--- config.mk ---
export PLATFORM = sky130hd
export DESIGN_NAME = hazard_ctrl_flat
export DESIGN_NICKNAME = d
export VERILOG_FILES = /design/src/rtl/hazard_ctrl_pkg.sv /design/src/rtl/hazard_ctrl_if.sv /design/src/rtl/hazard_ctrl_sat_counter.sv /design/src/rtl/hazard_ctrl.sv /design/src/flat_wrapper.sv
export SDC_FILE = /design/constraint.sdc
export NUM_CORES = 1
export LEC_CHECK = 0
export CORE_MARGIN = 3
export CORE_UTILIZATION = 26
export DETAILED_ROUTE_END_ITERATION = 6
export PLACE_DENSITY_LB_ADDON = 0.15
export REMOVE_ABC_BUFFERS = 1
export SYNTH_ARGS = -nofsm -noshare
export SYNTH_HDL_FRONTEND = slang
export SYNTH_SLANG_ARGS = --single-unit
--- constraint.sdc ---
create_clock -name clk -period 4.1 [get_ports clk]
set_input_delay 0.82 -clock clk [delete_from_list [all_inputs] [get_ports clk]]
set_output_delay 0.82 -clock clk [all_outputs]
set_load 0.03 [all_outputs]
--- src/rtl/hazard_ctrl_pkg.sv ---
`default_nettype none
// ============================================================================
// Module      : hazard_pkg
// Description : Shared types and constants for the pipeline hazard controller
// Revision    : 1.0 - initial release
// ============================================================================
package hazard_pkg;

    // Width of a register-file index
    localparam int REG_SEL_W = 5;

    // Controller sequencing states
    typedef enum logic [1:0] {
        RUN       = 2'd0,
        LU_STALL  = 2'd1,
        BR_SHADOW = 2'd2,
        MEM_WAIT  = 2'd3
    } hz_state_t;

endpackage : hazard_pkg
`default_nettype wire

--- src/rtl/hazard_ctrl_if.sv ---
`default_nettype none
// ============================================================================
// Module      : hazard_ctrl_if
// Description : Pipeline status in / stall-flush controls and counters out
// Revision    : 1.0 - initial release
// ============================================================================
interface hazard_ctrl_if
    import hazard_pkg::*;
#(
    parameter int CNT_W = 16
);
    logic [REG_SEL_W-1:0] de_reg_1_sel;
    logic [REG_SEL_W-1:0] de_reg_2_sel;
    logic                 de_reg_1_used;
    logic                 de_reg_2_used;
    logic                 ex_mem_en;
    logic                 ex_mem_wrt;
    logic                 ex_reg_wrt_en;
    logic [REG_SEL_W-1:0] ex_reg_wrt_sel;
    logic                 ex_redirect;
    logic                 mem_busy;
    logic                 ctr_clr;
    logic                 pc_stall;
    logic                 fede_stall;
    logic                 fede_flush;
    logic                 deex_stall;
    logic                 deex_flush;
    logic                 exmem_stall;
    logic                 memwb_stall;
    logic [CNT_W-1:0]     stall_cnt;
    logic [CNT_W-1:0]     flush_cnt;
    logic [CNT_W-1:0]     lu_cnt;

    // Controller side
    modport slave (
        input  de_reg_1_sel, de_reg_2_sel, de_reg_1_used, de_reg_2_used,
        input  ex_mem_en, ex_mem_wrt, ex_reg_wrt_en, ex_reg_wrt_sel,
        input  ex_redirect, mem_busy, ctr_clr,
        output pc_stall, fede_stall, fede_flush, deex_stall, deex_flush,
        output exmem_stall, memwb_stall, stall_cnt, flush_cnt, lu_cnt
    );

    // Pipeline side
    modport master (
        output de_reg_1_sel, de_reg_2_sel, de_reg_1_used, de_reg_2_used,
        output ex_mem_en, ex_mem_wrt, ex_reg_wrt_en, ex_reg_wrt_sel,
        output ex_redirect, mem_busy, ctr_clr,
        input  pc_stall, fede_stall, fede_flush, deex_stall, deex_flush,
        input  exmem_stall, memwb_stall, stall_cnt, flush_cnt, lu_cnt
    );

endinterface : hazard_ctrl_if
`default_nettype wire

--- src/rtl/hazard_ctrl_sat_counter.sv ---
`default_nettype none
// ============================================================================
// Module      : sat_counter
// Description : Saturating event counter with synchronous clear
// Revision    : 1.0 - initial release
// ============================================================================
module sat_counter #(
    parameter int W = 16
) (
    input  wire logic         clk,
    input  wire logic         rst_n,
    input  wire logic         inc,
    input  wire logic         clr,
    output logic [W-1:0]      cnt
);

    logic [W-1:0] r_cnt;

    // Clear wins over increment; sticks at all-ones once reached
    always_ff @(posedge clk or negedge rst_n) begin
        if (!rst_n) begin
            r_cnt <= '0;
        end else if (clr) begin
            r_cnt <= '0;
        end else if (inc && (r_cnt != '1)) begin
            r_cnt <= r_cnt + 1'b1;
        end
    end

    assign cnt = r_cnt;

endmodule : sat_counter
`default_nettype wire

--- src/rtl/hazard_ctrl.sv ---
`default_nettype none
// ============================================================================
// Module      : hazard_ctrl
// Description : Load-use stall, redirect flush and memory-freeze sequencing
//               for the pipeline registers, with performance counters
// Revision    : 1.0 - initial release
// ============================================================================
module hazard_ctrl
    import hazard_pkg::*;
#(
    parameter int LU_STALL_CYCLES    = 1,
    parameter int CNT_W              = 16,
    parameter int ZERO_REG_HARDWIRED = 1
) (
    input  wire logic    clk,
    input  wire logic    rst_n,
    hazard_ctrl_if.slave bus
);

    // Bubble counter only needs to hold LU_STALL_CYCLES-2
    localparam int                c_LU_W      = (LU_STALL_CYCLES > 2) ? $clog2(LU_STALL_CYCLES - 1) : 1;
    localparam int                c_LU_LOAD_I = (LU_STALL_CYCLES > 1) ? LU_STALL_CYCLES - 2 : 0;
    localparam logic [c_LU_W-1:0] c_LU_LOAD   = c_LU_W'(c_LU_LOAD_I);

    hz_state_t         r_state, w_state_nxt;
    hz_state_t         r_ret_state, w_ret_nxt;
    hz_state_t         w_eff_state;
    logic              r_redirect_pend, w_pend_nxt;
    logic [c_LU_W-1:0] r_lu_cnt, w_lu_nxt;

    logic w_dest_ok, w_lu_hit, w_redirect;
    logic w_pc_stall, w_fede_stall, w_fede_flush, w_deex_stall, w_deex_flush;
    logic w_exmem_stall, w_memwb_stall;
    logic w_flush_inc, w_lu_inc;

    assign w_dest_ok = (bus.ex_reg_wrt_sel != '0) || (ZERO_REG_HARDWIRED == 0);
    assign w_lu_hit  = bus.ex_mem_en && !bus.ex_mem_wrt && bus.ex_reg_wrt_en && w_dest_ok &&
                       ((bus.de_reg_1_used && (bus.de_reg_1_sel == bus.ex_reg_wrt_sel)) ||
                        (bus.de_reg_2_used && (bus.de_reg_2_sel == bus.ex_reg_wrt_sel)));

    // Once memory releases, MEM_WAIT behaves as the state it interrupted
    assign w_eff_state = (r_state == MEM_WAIT) ? r_ret_state : r_state;

    // Next-state and same-cycle stall/flush decode: busy > redirect > load-use
    always_comb begin
        w_state_nxt   = r_state;
        w_ret_nxt     = r_ret_state;
        w_pend_nxt    = r_redirect_pend;
        w_lu_nxt      = r_lu_cnt;
        w_redirect    = 1'b0;
        w_pc_stall    = 1'b0;
        w_fede_stall  = 1'b0;
        w_fede_flush  = 1'b0;
        w_deex_stall  = 1'b0;
        w_deex_flush  = 1'b0;
        w_exmem_stall = 1'b0;
        w_memwb_stall = 1'b0;
        w_flush_inc   = 1'b0;
        w_lu_inc      = 1'b0;

        if (bus.mem_busy) begin
            w_pc_stall    = 1'b1;
            w_fede_stall  = 1'b1;
            w_deex_stall  = 1'b1;
            w_exmem_stall = 1'b1;
            w_memwb_stall = 1'b1;
            w_state_nxt   = MEM_WAIT;
            if (r_state != MEM_WAIT) begin
                w_ret_nxt = r_state;
            end
            // Redirect seen during the freeze is remembered; the shadow bubble never redirects
            if (bus.ex_redirect && (w_eff_state != BR_SHADOW)) begin
                w_pend_nxt = 1'b1;
            end
        end else begin
            w_redirect = r_redirect_pend || (bus.ex_redirect && (w_eff_state != BR_SHADOW));
            if (w_redirect) begin
                // Flush also kills any load-use dependent in Decode
                w_fede_flush = 1'b1;
                w_deex_flush = 1'b1;
                w_pend_nxt   = 1'b0;
                w_flush_inc  = 1'b1;
                w_state_nxt  = BR_SHADOW;
            end else begin
                case (w_eff_state)
                    BR_SHADOW: begin
                        w_state_nxt = RUN;
                    end
                    LU_STALL: begin
                        w_pc_stall   = 1'b1;
                        w_fede_stall = 1'b1;
                        w_deex_flush = 1'b1;
                        if (r_lu_cnt == '0) begin
                            w_state_nxt = RUN;
                        end else begin
                            w_state_nxt = LU_STALL;
                            w_lu_nxt    = r_lu_cnt - 1'b1;
                        end
                    end
                    default: begin
                        w_state_nxt = RUN;
                        if (w_lu_hit) begin
                            w_pc_stall   = 1'b1;
                            w_fede_stall = 1'b1;
                            w_deex_flush = 1'b1;
                            w_lu_inc     = 1'b1;
                            if (LU_STALL_CYCLES > 1) begin
                                w_lu_nxt    = c_LU_LOAD;
                                w_state_nxt = LU_STALL;
                            end
                        end
                    end
                endcase
            end
        end
    end

    // Sequencing state, interrupted state, pending redirect and bubble count
    always_ff @(posedge clk or negedge rst_n) begin
        if (!rst_n) begin
            r_state         <= RUN;
            r_ret_state     <= RUN;
            r_redirect_pend <= 1'b0;
            r_lu_cnt        <= '0;
        end else begin
            r_state         <= w_state_nxt;
            r_ret_state     <= w_ret_nxt;
            r_redirect_pend <= w_pend_nxt;
            r_lu_cnt        <= w_lu_nxt;
        end
    end

    // Controls are forced quiet while reset is asserted, whatever the inputs
    assign bus.pc_stall    = w_pc_stall    & rst_n;
    assign bus.fede_stall  = w_fede_stall  & rst_n;
    assign bus.fede_flush  = w_fede_flush  & rst_n;
    assign bus.deex_stall  = w_deex_stall  & rst_n;
    assign bus.deex_flush  = w_deex_flush  & rst_n;
    assign bus.exmem_stall = w_exmem_stall & rst_n;
    assign bus.memwb_stall = w_memwb_stall & rst_n;

    sat_counter #(.W(CNT_W)) u_stall_cnt (
        .clk   (clk),
        .rst_n (rst_n),
        .inc   (w_pc_stall),
        .clr   (bus.ctr_clr),
        .cnt   (bus.stall_cnt)
    );

    sat_counter #(.W(CNT_W)) u_flush_cnt (
        .clk   (clk),
        .rst_n (rst_n),
        .inc   (w_flush_inc),
        .clr   (bus.ctr_clr),
        .cnt   (bus.flush_cnt)
    );

    sat_counter #(.W(CNT_W)) u_lu_cnt (
        .clk   (clk),
        .rst_n (rst_n),
        .inc   (w_lu_inc),
        .clr   (bus.ctr_clr),
        .cnt   (bus.lu_cnt)
    );

endmodule : hazard_ctrl
`default_nettype wire

--- src/flat_wrapper.sv ---
// flat-port wrapper written by rule: the top's interface ports become plain ports
module hazard_ctrl_flat import hazard_pkg::*;
#(
    parameter int LU_STALL_CYCLES    = 1,
    parameter int CNT_W              = 16,
    parameter int ZERO_REG_HARDWIRED = 1
)
  (clk, rst_n, bus_de_reg_1_sel, bus_de_reg_2_sel, bus_de_reg_1_used, bus_de_reg_2_used, bus_ex_mem_en, bus_ex_mem_wrt, bus_ex_reg_wrt_en, bus_ex_reg_wrt_sel, bus_ex_redirect, bus_mem_busy, bus_ctr_clr, bus_pc_stall, bus_fede_stall, bus_fede_flush, bus_deex_stall, bus_deex_flush, bus_exmem_stall, bus_memwb_stall, bus_stall_cnt, bus_flush_cnt, bus_lu_cnt);
  hazard_ctrl_if #(.CNT_W(CNT_W)) bus_i ();
  input  wire logic clk;
  input  wire logic rst_n;
  input wire logic [$bits(bus_i.de_reg_1_sel)-1:0] bus_de_reg_1_sel;
  input wire logic [$bits(bus_i.de_reg_2_sel)-1:0] bus_de_reg_2_sel;
  input wire logic [$bits(bus_i.de_reg_1_used)-1:0] bus_de_reg_1_used;
  input wire logic [$bits(bus_i.de_reg_2_used)-1:0] bus_de_reg_2_used;
  input wire logic [$bits(bus_i.ex_mem_en)-1:0] bus_ex_mem_en;
  input wire logic [$bits(bus_i.ex_mem_wrt)-1:0] bus_ex_mem_wrt;
  input wire logic [$bits(bus_i.ex_reg_wrt_en)-1:0] bus_ex_reg_wrt_en;
  input wire logic [$bits(bus_i.ex_reg_wrt_sel)-1:0] bus_ex_reg_wrt_sel;
  input wire logic [$bits(bus_i.ex_redirect)-1:0] bus_ex_redirect;
  input wire logic [$bits(bus_i.mem_busy)-1:0] bus_mem_busy;
  input wire logic [$bits(bus_i.ctr_clr)-1:0] bus_ctr_clr;
  output wire logic [$bits(bus_i.pc_stall)-1:0] bus_pc_stall;
  output wire logic [$bits(bus_i.fede_stall)-1:0] bus_fede_stall;
  output wire logic [$bits(bus_i.fede_flush)-1:0] bus_fede_flush;
  output wire logic [$bits(bus_i.deex_stall)-1:0] bus_deex_stall;
  output wire logic [$bits(bus_i.deex_flush)-1:0] bus_deex_flush;
  output wire logic [$bits(bus_i.exmem_stall)-1:0] bus_exmem_stall;
  output wire logic [$bits(bus_i.memwb_stall)-1:0] bus_memwb_stall;
  output wire logic [$bits(bus_i.stall_cnt)-1:0] bus_stall_cnt;
  output wire logic [$bits(bus_i.flush_cnt)-1:0] bus_flush_cnt;
  output wire logic [$bits(bus_i.lu_cnt)-1:0] bus_lu_cnt;
  assign bus_i.de_reg_1_sel = bus_de_reg_1_sel;
  assign bus_i.de_reg_2_sel = bus_de_reg_2_sel;
  assign bus_i.de_reg_1_used = bus_de_reg_1_used;
  assign bus_i.de_reg_2_used = bus_de_reg_2_used;
  assign bus_i.ex_mem_en = bus_ex_mem_en;
  assign bus_i.ex_mem_wrt = bus_ex_mem_wrt;
  assign bus_i.ex_reg_wrt_en = bus_ex_reg_wrt_en;
  assign bus_i.ex_reg_wrt_sel = bus_ex_reg_wrt_sel;
  assign bus_i.ex_redirect = bus_ex_redirect;
  assign bus_i.mem_busy = bus_mem_busy;
  assign bus_i.ctr_clr = bus_ctr_clr;
  assign bus_pc_stall = bus_i.pc_stall;
  assign bus_fede_stall = bus_i.fede_stall;
  assign bus_fede_flush = bus_i.fede_flush;
  assign bus_deex_stall = bus_i.deex_stall;
  assign bus_deex_flush = bus_i.deex_flush;
  assign bus_exmem_stall = bus_i.exmem_stall;
  assign bus_memwb_stall = bus_i.memwb_stall;
  assign bus_stall_cnt = bus_i.stall_cnt;
  assign bus_flush_cnt = bus_i.flush_cnt;
  assign bus_lu_cnt = bus_i.lu_cnt;
  hazard_ctrl #(.LU_STALL_CYCLES(LU_STALL_CYCLES), .CNT_W(CNT_W), .ZERO_REG_HARDWIRED(ZERO_REG_HARDWIRED)) u_core (.clk(clk), .rst_n(rst_n), .bus(bus_i));
endmodule
* Word level (Yosys, flattened, before mapping)
Cells that the tools add are included.
Storage, ports and cells: latch bits 0, word-level logic and storage cells 77, memories 0, bits in read-only memories 0, memory bits (writable) 0, output and inout port bits 55, bits in registers 54
Cells by class: order comparisons 0, bitwise logic cells 6, reduce and logical (&&, ||, !) cells 22, $mul 0, multiplexer cells 27, shifts and indexed selects 0, equal/unequal tests 11, add/sub/neg operators 4, divide/modulo/power cells 0
Operators with widths (number):
- $mux 16 | 6
- $add 16x1->16 const B | 3
- $ne 16x16->1 const B | 3
- $mux 1 | 16
- $eq 5x5->1 | 2
- $logic_and 1x1->1 | 10
- $mux 2 | 4
- $reduce_bool 2->1 | 4
- $reduce_bool 5->1 | 1
- $and 1x1->1 | 4
- $eq 2x2->1 const B | 2
- $ne 2x2->1 const B | 2
- $reduce_and 2->1 | 2
- $reduce_and 3->1 | 1
- $eq 2x1->1 const B | 1
- $logic_or 1x1->1 | 2
- $ne 2x1->1 const B | 1
- $not 1->1 | 2
- $pmux 1 s2 | 1
- $reduce_or 2->1 | 1
- $logic_not 1->1 | 1
- $sub 1x1->1 const B | 1

* Logic depth before layout (Yosys ltp)
depth after elaboration 12, mapped depth 12

* Hierarchy
A second synthesis with hierarchy kept.
Unflattened totals: cells, all modules 352, area, all modules 3294.4 µm²
Modules (own cells, without submodules):
- sat_counter | instances 3, cells each 98, area each 942.2 µm²
- hazard_ctrl | instances 1, cells each 58, area each 467.9 µm²

* Worst setup path before layout
OpenSTA, ideal clock, no wires.
kind input to output, start input port bus_ex_reg_wrt_sel[0], end output port bus_pc_stall, arrival time 2424 ps, cell stages on the path 6, setup slack 856 ps, data required time 3280 ps, cells stage by stage or4_1 -> o21ai_2 -> nor2_2 -> a221o_1 -> and2_1 -> buf_4
On the way: longest elaborated chain between the ends 9, elaborated cells between the ends (all ways) 13
Ends and longest elaborated chain:
- start: declaration | RTL line flat_wrapper.sv:19 | input wire logic [$bits(bus_i.ex_reg_wrt_sel)-1:0] bus_ex_reg_wrt_sel;
- $eq 5x5->1, on equally long branches | RTL line hazard_ctrl.sv:38, hazard_ctrl.sv:39
- $logic_and 1x1->1, on equally long branches | RTL line hazard_ctrl.sv:38, hazard_ctrl.sv:39
- $logic_or 1x1->1 | RTL line hazard_ctrl.sv:38 | ((bus.de_reg_1_used && (bus.de_reg_1_sel == bus.ex_reg_wrt_sel)) ||
- $logic_and 1x1->1 * | RTL line hazard_ctrl.sv:37 | assign w_lu_hit = bus.ex_mem_en && !bus.ex_mem_wrt && bus.ex_reg_wrt_en && w_dest_ok &&
- $mux 1 *
- $pmux 1 s2 *
- $mux 1 * (2 in series)
- $and 1x1->1 *
- end: declaration | RTL line flat_wrapper.sv:23 | output wire logic [$bits(bus_i.pc_stall)-1:0] bus_pc_stall;
Mark *: on every way between the ends. The rest lies on a longest branch, timed or not.

* Worst setup path in the final report
start input port bus_ex_reg_wrt_sel[3], end output port bus_fede_stall
On the way: longest elaborated chain between the ends 9, elaborated cells between the ends (all ways) 13
Ends and longest elaborated chain:
- $eq 5x5->1, on equally long branches | RTL line hazard_ctrl.sv:38, hazard_ctrl.sv:39
- $logic_and 1x1->1, on equally long branches | RTL line hazard_ctrl.sv:38, hazard_ctrl.sv:39
- $logic_or 1x1->1 | RTL line hazard_ctrl.sv:38
- $logic_and 1x1->1 * | RTL line hazard_ctrl.sv:37
- $mux 1 * | RTL line hazard_ctrl.sv:102 | if (w_lu_hit) begin
- $pmux 1 s2 * | RTL line hazard_ctrl.sv:85 | case (w_eff_state)
- $mux 1 * | RTL line hazard_ctrl.sv:77 | if (w_redirect) begin
- $mux 1 * | RTL line hazard_ctrl.sv:61 | if (bus.mem_busy) begin
- $and 1x1->1 * | RTL line hazard_ctrl.sv:135 | assign bus.fede_stall = w_fede_stall & rst_n;
- end: declaration | RTL line flat_wrapper.sv:24 | output wire logic [$bits(bus_i.fede_stall)-1:0] bus_fede_stall;
Marks and branches as above.

==> flow_metrics.env <==
export IMPL_status="completed"
export IMPL_yosys_area_top_type="dfrtp_1"
export IMPL_cts_hold_buf=0
export IMPL_yosysTopAreaCellShare_pct=43.69
export IMPL_hpwlAfterDp_um=5669
export IMPL_dp_slack_ns=0.08763
export IMPL_ys_flop_type="dfrtp_1"
export IMPL_vdd_drop_max_mv=0.1452
export IMPL_synth_edff_count=0
export IMPL_drt_initial_drc_count=137
export IMPL_fmax_mhz=250.1
export IMPL_syn_inst=335
export IMPL_port_buffers=79
export IMPL_via_count=2681
export IMPL_grt_max_degree=40
export IMPL_core_area_mm2=0.01113
export IMPL_drc=0
export IMPL_design_area_mm2=0.004100
export IMPL_synth_cell_types=43
export IMPL_worst_path_max_fanout=3
export IMPL_setup_ws_ns=0.1012
export IMPL_tightest_slew_ns=0.8547
export IMPL_vias_per_cell=4.857
export IMPL_htreeDepth=2
export IMPL_root_buffer="clkbuf_16"
export IMPL_synth_seq_area_share_pct=43.69
export IMPL_crit_type="in2out"
export IMPL_cp_data_required_time_ns=3.28
export IMPL_slew_headroom_pct=42.85
export IMPL_grt_ovfl_total=0
export IMPL_cts_setup_buffers=0
export IMPL_antenna_found_initial=0
export IMPL_endpoint_kind="output pin"
export IMPL_syn_to_final_growth_pct=35.08
export IMPL_fill_cells=1163
export IMPL_cap_viol_max_count=0
export IMPL_ant_nets=0
export IMPL_gp_congestion=0.7653
export IMPL_grt_usage_pct=12.22
export IMPL_clk_path_buf_depth=2
export IMPL_synth_seq_cells=53
export IMPL_first_pass_iters=4
export IMPL_clkSlewWorstSetupHoldPaths_ns=0.07
export IMPL_start_util_pct=27.28
export IMPL_power_density_mw_per_mm2=274.3
export IMPL_synthesis_area_mm2=0.003035
export IMPL_synth_area_top_cells="dfrtp_1, nor2_1, a21oi_1, or3_1, xnor2_1"
export IMPL_netlist_top_cells_count="dfrtp_1, nor2_1, a21oi_1, nand2_1, or3_1"
export IMPL_cts_buffers=5
export IMPL_leakage_nw=1.583
export IMPL_startpoint_type="input pin"
export IMPL_fin_crit_ns=3.999
export IMPL_hold_viol=0
export IMPL_setup_violations=0
export IMPL_io_pins=80
export IMPL_period_share_pct=97.53
export IMPL_dieArea_mm2=0.01301
export IMPL_drt_total_wl_um=7773
export IMPL_cts_tree="built"
export IMPL_die_h_um=114.1
export IMPL_rsz0062_at_grt="false"
export IMPL_synth_async_reset_ratio_pct=100.0
export IMPL_dpl_cell_area_mm2=0.003958
export IMPL_grt_pass1_vias=2570
export IMPL_cts_resized=0
export IMPL_num_rows=38
export IMPL_worst_ep_arrival_time_ns=3.18
export IMPL_drive_gt1_share_pct=7.282
export IMPL_postSynthAreaPerCell_um2=9.061
export IMPL_whs_ns=0.4975
export IMPL_yosysMostFrequentCell="dfrtp_1"
export IMPL_wire_per_inst_um=14.08
export IMPL_ys_warn_count=0
export IMPL_diodes=0
export IMPL_skew_ns=0.003864
export IMPL_cts_sinks=53
export IMPL_finalNetCount=442
export IMPL_clk_latency_ns=0.29
export IMPL_hold_path_class="in2async"
export IMPL_slew_viol_final=0
export IMPL_finalSetupTns_ns=0
export IMPL_grt_pass1_wl_um=12900
export IMPL_die_x_um=114.1
[registers in the layout, indices dropped and copies added (netlist names)]
register / cells
u_core.u_flush_cnt.cnt: 16
u_core.u_lu_cnt.cnt: 16
u_core.u_stall_cnt.cnt: 16
u_core.r_ret_state: 2
u_core.r_state: 2
u_core.r_redirect_pend: 1
[cell families (layout without fill, tap and decap cells)]
family | count (synthesis) | in the layout | synth area share (%)
AO/OA/AOI/OAI | 58 | 58 | 12.08
XOR/XNOR | 26 | 26 | 7.502
adder cells (fa/ha/maj) | 5 | 5 | 2.061
buffers and inverters | 28 | 105 | 4.452
flip-flops | 53 | 53 | 43.69
multiplexers | 9 | 9 | 3.504
AND/OR/NAND/NOR | 156 | 156 | 26.71
[layer usage]
layer / track usage, % / up-vias / part of all wire, %
li1: - / 1332 / -
met1: 16.53 / 1298 / 48
met2: 19.59 / 47 / 46
met3: 3.383 / 4 / 4.8
met4: 2.613 / 0 / 0.66
met5: 0 / - / 0
[critical path: stages]
cell and delay [ns]:
clkdlybuf4s50_1 0.46, or4_1 0.51, o21ai_2 0.18, nor2_2 0.07
a221o_1 0.35, and2_1 0.18, clkdlybuf4s50_1 0.59
[where the power goes]
part,internal [W],switching (W)
logic,0.0000676,0.0000880
registers,0.000533,0.00000949
clock network,0.000241,0.000186
[metrics by stage]
step                utilization, %  total power [W]  std cells
CTS                          36.85         0.001148        552
finish                       36.85         0.001125        552
floorplan                        -        0.0006250        318
detailed placement           35.57        0.0007107        545
global placement             35.57        0.0007098        545
global route                 36.85         0.001178        552
[cell usage in the layout, fill, tap and decap left out, drive strengths merged, types with 4 or more instances in the layout]
cell type      instances
clkdlybuf4s50         77
ha                     5
xnor2                 13
o21ai                 18
mux2                   7
nand2                 23
and2                   4
nor2b                  8
or2                    5
and3                   6
nor4                   5
nand4                  9
nor2                  43
nand3                 18
buf                   10
inv                   11
clkbuf                 7
dfrtp                 53
a21oi                 26
xor2                  13
or4                    7
o31ai                  5
or3                   19
[area by class of cell]
| class | instances | area (um^2) | area share (%) |
|---|---|---|---|
| inverter | 11 | 41.29 | 1.007 |
| multi-input combinational | 254 | 1574 | 38.39 |
| timing repair buffer | 87 | 840.8 | 20.51 |
| sequential | 53 | 1326 | 32.35 |
| clock buffer | 7 | 142.6 | 3.479 |
| tap | 140 | 175.2 | 4.272 |
[final timing paths]
kind                                        from                         to  slack, ns  cells after the start
min reg2reg                u_core.r_ret_state[0]      u_core.r_ret_state[0]       0.52                      2
min in group clk           u_core.r_ret_state[0]      u_core.r_ret_state[0]       0.52                      2
max in group asynchronous                  rst_n  u_core.u_stall_cnt.cnt[5]       2.73                      2
max reg2reg                    u_core.r_state[1]    u_core.u_lu_cnt.cnt[13]       1.25                     10
min                                        rst_n          u_core.r_state[1]       0.50                      1
max                        bus_ex_reg_wrt_sel[3]             bus_fede_stall       0.10                      7
No activity file was read; power rests on OpenSTA's default activity.
